[config.mk]
export PLATFORM = sky130hd
export DESIGN_NAME = sram_word_port
export DESIGN_NICKNAME = d
export VERILOG_FILES = /design/src/rtl/sram_word_port.sv
export SDC_FILE = /design/constraint.sdc
export NUM_CORES = 1
export LEC_CHECK = 0
export ABC_CLOCK_PERIOD_IN_PS = 4350
export CAP_MARGIN = 30
export CORE_ASPECT_RATIO = 1.2
export CORE_MARGIN = 5
export CORE_UTILIZATION = 50
export DETAILED_ROUTE_END_ITERATION = 16
export PLACE_DENSITY = 0.78
export REMOVE_ABC_BUFFERS = 1
export SYNTH_ARGS = -nofsm -noshare
export SYNTH_HDL_FRONTEND = slang
export SYNTH_SLANG_ARGS = --single-unit
[constraint.sdc]
create_clock -name clk -period 4.35 [get_ports clk]
set_clock_uncertainty 0.15 [all_clocks]
set_input_delay 0.87 -clock clk [delete_from_list [all_inputs] [get_ports clk]]
set_output_delay 0.87 -clock clk [all_outputs]
set_load 0.02 [all_outputs]
[src/rtl/sram_word_port.sv]
// 32-bit word port in front of a 16-bit Avalon-MM SRAM controller.
// Splits each word request into LO/HI halfword commands and reassembles read returns.
module sram_word_port #(
  parameter int ADDR_W  = 19,
  parameter int TIMEOUT = 15
) (
  input  logic              clk,
  input  logic              reset,
  input  logic              req_valid,
  output logic              req_ready,
  input  logic              req_we,
  input  logic [ADDR_W-1:0] req_addr,
  input  logic [31:0]       req_wdata,
  input  logic [3:0]        req_be,
  output logic              resp_valid,
  output logic [31:0]       resp_rdata,
  output logic              resp_err,
  output logic [ADDR_W:0]   address,
  output logic [1:0]        byteenable,
  output logic              read,
  output logic              write,
  output logic [15:0]       writedata,
  input  logic [15:0]       readdata,
  input  logic              readdatavalid
);

  localparam int WCW = $clog2(TIMEOUT + 1);
  localparam logic [WCW-1:0] WAIT_LAST = WCW'(TIMEOUT - 1);

  typedef enum logic [1:0] {IDLE, LO, HI, WAIT_RD} state_t;

  typedef struct packed {
    logic              we;
    logic [ADDR_W-1:0] addr;
    logic [31:0]       wdata;
    logic [3:0]        be;
  } req_t;

  state_t         state, state_nxt;
  req_t           req_q, src;
  logic [1:0]     rx_cnt;
  logic [WCW-1:0] wait_cnt;
  logic [31:0]    rx_buf, rx_buf_nxt;
  logic           accept, rx_take, rd_done, rd_tmo;
  logic           cmd_rd, cmd_wr;
  logic [ADDR_W:0] cmd_addr;
  logic [1:0]     cmd_be;
  logic [15:0]    cmd_wd;

  assign req_ready = (state == IDLE);
  assign accept    = req_valid & req_ready;

  // On the accept edge the captured register is not loaded yet, so commands
  // and next-state decisions look straight at the request inputs.
  always_comb begin
    src = req_q;
    if (accept) src = '{we: req_we, addr: req_addr, wdata: req_wdata, be: req_be};
  end

  assign rx_take = readdatavalid & ~req_q.we & (state != IDLE) & (rx_cnt != 2'd2);
  assign rd_done = ~req_q.we & ((state == HI) | (state == WAIT_RD)) &
                   ((rx_cnt == 2'd2) | (rx_take & (rx_cnt == 2'd1)));
  assign rd_tmo  = (state == WAIT_RD) & ~rd_done & (wait_cnt == WAIT_LAST);

  always_comb begin
    rx_buf_nxt = rx_buf;
    if (rx_take && rx_cnt == 2'd0) rx_buf_nxt[15:0]  = readdata;
    if (rx_take && rx_cnt == 2'd1) rx_buf_nxt[31:16] = readdata;
  end

  always_ff @(posedge clk) begin
    if (reset) state <= IDLE;
    else       state <= state_nxt;
  end

  // Write halves with no byte enables are skipped without spending a cycle.
  always_comb begin
    state_nxt = state;
    unique case (state)
      IDLE: if (accept) begin
        if (!src.we)               state_nxt = LO;
        else if (src.be[1:0] != 0) state_nxt = LO;
        else if (src.be[3:2] != 0) state_nxt = HI;
        else                       state_nxt = IDLE;
      end
      LO:      state_nxt = (!src.we || src.be[3:2] != 0) ? HI : IDLE;
      HI:      state_nxt = (src.we || rd_done) ? IDLE : WAIT_RD;
      WAIT_RD: state_nxt = (rd_done || rd_tmo) ? IDLE : WAIT_RD;
      default: state_nxt = IDLE;
    endcase
  end

  // Command to be driven in the cycle where state_nxt becomes current.
  always_comb begin
    cmd_rd   = 1'b0;
    cmd_wr   = 1'b0;
    cmd_addr = '0;
    cmd_be   = '0;
    cmd_wd   = '0;
    unique case (state_nxt)
      LO: begin
        cmd_addr = {src.addr, 1'b0};
        if (src.we) begin
          cmd_wr = 1'b1;
          cmd_be = src.be[1:0];
          cmd_wd = src.wdata[15:0];
        end else begin
          cmd_rd = 1'b1;
          cmd_be = 2'b11;
        end
      end
      HI: begin
        cmd_addr = {src.addr, 1'b1};
        if (src.we) begin
          cmd_wr = 1'b1;
          cmd_be = src.be[3:2];
          cmd_wd = src.wdata[31:16];
        end else begin
          cmd_rd = 1'b1;
          cmd_be = 2'b11;
        end
      end
      default: ;
    endcase
  end

  always_ff @(posedge clk) begin
    if (reset) begin
      req_q      <= '0;
      rx_cnt     <= '0;
      wait_cnt   <= '0;
      rx_buf     <= '0;
      resp_valid <= 1'b0;
      resp_rdata <= '0;
      resp_err   <= 1'b0;
      read       <= 1'b0;
      write      <= 1'b0;
      address    <= '0;
      byteenable <= '0;
      writedata  <= '0;
    end else begin
      read       <= cmd_rd;
      write      <= cmd_wr;
      address    <= cmd_addr;
      byteenable <= cmd_be;
      writedata  <= cmd_wd;
      if (accept) req_q <= src;
      rx_cnt   <= accept ? 2'd0 : (rx_take ? rx_cnt + 2'd1 : rx_cnt);
      rx_buf   <= accept ? 32'd0 : rx_buf_nxt;
      wait_cnt <= (state == WAIT_RD && state_nxt == WAIT_RD) ? wait_cnt + 1'b1 : '0;
      resp_valid <= rd_done | rd_tmo;
      // Timeout reports whatever halves have landed; missing ones stay zero.
      if (rd_done || rd_tmo) begin
        resp_rdata <= rx_buf_nxt;
        resp_err   <= ~rd_done;
      end
    end
  end

endmodule

==> results.py, run 1 <==
metrics = {
    "logic_synthesis": {
        "ys.flop_type": "dfxtp_1",
        "synth_top_area_frac": 0.575,
        "synth_area_leader_cell": "dfxtp_1",
        "synth-seq-cells": 167,
        "synth_common_cells": "167 x dfxtp_1, 104 x nand2_1, 75 x nor2_1",
        "syn_area_per_cell_um2": 9.65,
        "synth_most_common_cell": "dfxtp_1",
        "synth.distinct_cells": 44,
        "synth_async_sr_flop_share": 0,
        "yosysWarningCount": 0,
        "synth-edff-count": 0,
        "synthCells": 603,
        "synth_area_um2": 5820,
        "synth_seq_area_share": 0.575,
        "synth_top_cells_by_area": "dfxtp_1 57%, nand2_1 6.7%, mux2i_1 6.0%",
    },
    "critical_path": {
        "crit_family": "buffers and inverters",
        "cp_cell_sequence": "or2_1, inv_1, clkdlybuf4s50_1",
        "cp_slowest_cell": "clkdlybuf4s50_1",
        "cp_max_fo": 11,
        "crit_type": "flop to output pin",
        "path_buf_inv": 2,
        "r2r_slack_ns": 1.84,
        "cp-end-kind": "output pin",
        "critPathLaunchType": "flop",
        "critical-path-max-stage-delay_ns": 0.56,
        "required_ns": 3.33,
        "arrival_ns": 1.99,
    },
    "global_routing": {
        "grt_pass1_wl_mm": 22.5,
        "overflow": 0,
        "antenna_found_initial": 1,
        "grt_start_max_net_pins": 66,
        "grt.total_usage": 0.203,
        "grt_pass1_vias": 4714,
    },
    "route": {
        "firstDrtPassIters": 4,
        "drt-vias-per-instance": 5.13,
        "vias": 4642,
        "detail_route.wl_per_cell_um": 15.4,
        "wl_mm": 13.9,
        "drtIter0Drc": 150,
        "drtAntennaViolNets": 0,
        "drc": 0,
    },
    "run": {
        "cap_violations": 0,
    },
    "floorplanning": {
        "die_w_um": 108,
        "dieArea_um2": 13900,
        "io_pins": 151,
        "core-area_um2": 11500,
        "chipHeight_um": 128,
        "start_util": 0.508,
        "rows": 43,
    },
    "clocking": {
        "cts_setup_buffers": 0,
        "cts_buffers": 17,
        "path_clk_slew_ns": 0.06,
        "cts_htree_levels": 4,
        "post_cts_resized": 0,
        "clk-insertion-delay-late_ns": 0.41,
        "cts_tree": "built",
        "clock-sinks": 167,
        "clock-root-buffer": "clkbuf_16",
        "cts_buffer_depth": 2,
        "cts_hold_buffers": 0,
    },
    "cells_and_area": {
        "multi_input_area_um2": 2250,
        "n_antenna_cell": 0,
        "syn_to_final_growth_pct": 36.6,
        "layout-drive-gt1-share": 0.0668,
        "nets": 816,
        "fillerInstances": 877,
        "layout.area.seq_um2": 3340,
    },
    "power": {
        "p_per_area_nw_per_um2": 454,
        "ir_drop_v": 0.000249,
        "leakagePower_nw": 3.08,
    },
    "place": {
        "port_buffers": 150,
        "dp_hpwl_mm": 9.66,
        "place_ws_ns": 1.03,
        "place_congestion": 0.872,
    },
    "sta": {
        "min_period_over_period": 0.692,
        "fin_tns_setup_ns": 0,
        "fin_ws_ns": 1.34,
        "slew_violations": 0,
        "rsz0062_at_grt": "no",
        "max_slew_margin": 0.429,
        "fmax_mhz": 332,
        "hold_violations": 0,
        "setup_viol": 0,
        "worstMarginPinSlew_ns": 0.855,
        "layout_min_cycle_time_ns": 3.01,
    },
    "hold_path": {
        "hp-class": "flop to flop",
    },
    "outcome": {
        "status": "completed",
    },
}
[cells in the final DEF (no fill, tap or decap), types with 6 or more instances in the layout]
master           netlist  layout
buf_4                  4       6
nand2_1              104     104
clkbuf_16              0      17
a21oi_1               55      55
inv_1                  9       9
nor2_1                75      75
nor2b_1               23      23
a22o_1                15      15
a211oi_1              33      33
clkdlybuf4s50_1        0     149
dfxtp_1              167     167
mux2i_1               35      35
[cell families after synthesis]
group | count (synthesis) | synth area share
AOI/OAI and AO/OA | 116 | 0.129
xor gates and xnor gates | 3 | 0.00452
adders and majority gates | 5 | 0.0108
buffers and inverters | 51 | 0.0428
DFF | 167 | 0.575
muxes | 35 | 0.0602
and+or+nand+nor | 226 | 0.178
[routing by layer]
layer / vias to the layer above / global-route usage / share of wire
li1: 2275 / - / -
met1: 2180 / 0.255 / 0.44
met2: 165 / 0.328 / 0.47
met3: 20 / 0.0680 / 0.078
met4: 2 / 0.0632 / 0.012
met5: - / 0 / 0.00079
[final timing paths]
path,startpoint,end,cells after the start
worst max-delay path,state[1],req_ready,3
worst max register to register,state[1],resp_rdata[11],5
worst min-delay path,wait_cnt[0],wait_cnt[0],1
worst min register to register,wait_cnt[0],wait_cnt[0],1
[power by group]
part           internal (mW)  switching (mW)  leakage [nW]
clock network          0.863           0.627         0.286
registers               1.61          0.0346          1.36
logic                  0.203           0.267          1.44
[stage by stage]
step | power [mW] | hold WS (ns) | cells | instance area [um^2] | util
finish | 3.61 | 0.312 | 905 | 7950 | 0.694
global route | 3.76 | 0.335 | 905 | 7950 | 0.694
CTS | 3.63 | 0.311 | 905 | 7950 | 0.694
detailed placement | 2.15 | 0.296 | 873 | 7360 | 0.642
global placement | 2.14 | 0.289 | 873 | 7360 | 0.642
floorplan | 1.93 | 0.277 | 561 | 5600 | -
[sequential cells by signal, summed over array words and instances (netlist names)]
name / count
rx_cnt: 2
read: 1
address: 20
resp_valid: 1
wait_cnt: 4
req_q: 53
writedata: 16
write: 1
resp_rdata: 32
resp_err: 1
byteenable: 2
rx_buf: 32
state: 2
[area by class of cell]
class	instances	share of cell area
Sequential cell	167	0.421
Timing Repair Buffer	155	0.193
Clock buffer	18	0.0540
Tap cell	157	0.0247
Inverter	9	0.00425
Multi-Input combinational cell	385	0.283
Clock inverter	14	0.0206
(Power assumes the default switching activity.)
==> run 2: changes to the inputs <==
ABC_CLOCK_PERIOD_IN_PS = 2900   (was 4350)
CORE_UTILIZATION = 48   (was 50)
PLACE_DENSITY = 0.75   (was 0.78)
clock period = 2.9 ns   (was 4.35 ns; I/O delays follow)
==> run 2 against run 1 <==
- first-iteration DRC count is 4.7% higher
- via count rose by 0.22%
- worst hold slack worse by 0.010 ns
- clock-buffer cell count increased by 1
- critical path depth unchanged
- power up 51%
- critical path type unchanged
- largest cell class unchanged
- largest power group unchanged
- highest routed layer is now met4
==> results.py, run 2 (synthesis results as in run 1) <==
metrics = {
    "outcome": {
        "status": "completed",
    },
    "power": {
        "total_power_mw": 5.45,
        "p_per_area_nw_per_um2": 676,
        "ir_drop_v": 0.000400,
        "leakagePower_nw": 3.14,
    },
    "route": {
        "vias": 4652,
        "wl_mm": 13.9,
        "drc": 0,
        "drt-vias-per-instance": 5.07,
        "detail_route.wl_per_cell_um": 15.2,
        "drtIter0Drc": 157,
        "firstDrtPassIters": 4,
        "drtAntennaViolNets": 0,
    },
    "cells_and_area": {
        "syn_to_final_growth_pct": 38.7,
        "final_common_cell": "dfxtp_1",
        "n_antenna_cell": 0,
        "top_regs": "req_q: 53 flops, resp_rdata: 32 flops, rx_buf: 32 flops",
        "regMostFlops": "req_q",
        "nets": 825,
        "largest_reg_flops": 53,
        "layout-drive-gt1-share": 0.0779,
        "final_cell_mix": "167 x dfxtp_1, 149 x clkdlybuf4s50_1, 104 x nand2_1",
    },
    "clocking": {
        "clk-insertion-delay-late_ns": 0.42,
        "cts_setup_buffers": 0,
        "clock-sinks": 167,
        "cts_buffers": 17,
        "post_cts_resized": 0,
        "cts_tree": "built",
        "path_clk_slew_ns": 0.06,
        "cts_htree_levels": 4,
        "cts_hold_buffers": 0,
        "cts_buffer_depth": 2,
        "clock-root-buffer": "clkbuf_16",
    },
    "sta": {
        "fin_tns_setup_ns": 0,
        "setup_viol": 0,
        "slew_violations": 0,
        "fmax_mhz": 362,
        "hold_violations": 0,
        "rsz0062_at_grt": "no",
        "max_slew_margin": 0.454,
        "worstMarginPinSlew_ns": 0.819,
        "min_period_over_period": 0.952,
        "fin_ws_ns": 0.139,
        "layout_min_cycle_time_ns": 2.76,
        "hold_slack_ns": 0.301,
    },
    "critical_path": {
        "cp_max_fo": 11,
        "arrival_ns": 2.03,
        "critPathLaunchType": "flop",
        "required_ns": 2.17,
        "r2r_slack_ns": 0.62,
        "cp-end-kind": "output pin",
        "crit_type": "flop to output pin",
    },
    "global_routing": {
        "grt.total_usage": 0.199,
        "antenna_found_initial": 0,
        "grt_start_max_net_pins": 45,
        "grt_pass1_wl_mm": 23.4,
        "grt_pass1_vias": 4821,
        "overflow": 0,
    },
    "floorplanning": {
        "die_w_um": 111,
        "chipHeight_um": 131,
        "core-area_um2": 12000,
        "start_util": 0.485,
        "io_pins": 151,
        "rows": 44,
        "dieArea_um2": 14400,
    },
    "place": {
        "place_congestion": 0.852,
        "dp_hpwl_mm": 9.66,
        "port_buffers": 150,
        "place_ws_ns": 0.199,
    },
    "hold_path": {
        "hp-class": "flop to flop",
    },
    "run": {
        "cap_violations": 0,
    },
}
run 2: changes by cell type in the layout (fill, tap and decap cells not counted), sizes merged:
cell      change
buf           +9
clkbuf        +1
clkinv        +1
clkinvlp      +1
inv           -3
run 2: cell type report:
type                       count  area [um^2]
inverter                       9         33.8
multi-input combinational    385         2250
clock inverter                13          163
sequential                   167         3340
fill                         965         3930
tap                          161          201
timing repair buffer         164         1640
clock buffer                  19          443
run 2: final timing paths:
check | from | end | cells after the start
setup / recovery | state[1] | req_ready | 3
setup reg to reg | state[1] | address[14] | 5
hold / removal | req_q[39] | req_q[39] | 2
hold reg to reg | req_q[39] | req_q[39] | 2
run 2: through the flow:
step           area (um^2)  std cells  utilization
2_1_floorplan         5600        561            -
3_3_place_gp          7470        886        0.622
3_5_place_dp          7470        886        0.622
4_1_cts               8070        918        0.673
5_1_grt               8070        918        0.673
6_report              8070        918        0.673
run 2: per-layer routing:
metal | routed length, um | vias up | track usage
li1 | - | 2300 | -
met1 | 6170 | 2180 | 0.240
met2 | 6730 | 159 | 0.338
met3 | 920 | 13 | 0.0696
met4 | 128 | 0 | 0.0616
met5 | 0 | - | 0
run 2: worst max-delay path, stage by stage (launching register included):
cell	delay, ns
dfxtp_1	0.57
or2_1	0.33
inv_1	0.15
clkdlybuf4s50_1	0.56
run 2: report_power, final:
part	switching (mW)	internal, mW	leakage, nW	total, mW
logic	0.405	0.328	1.50	0.732
registers	0.0522	2.42	1.36	2.47
clock network	0.937	1.32	0.285	2.25
total	1.39	4.06	3.14	5.45
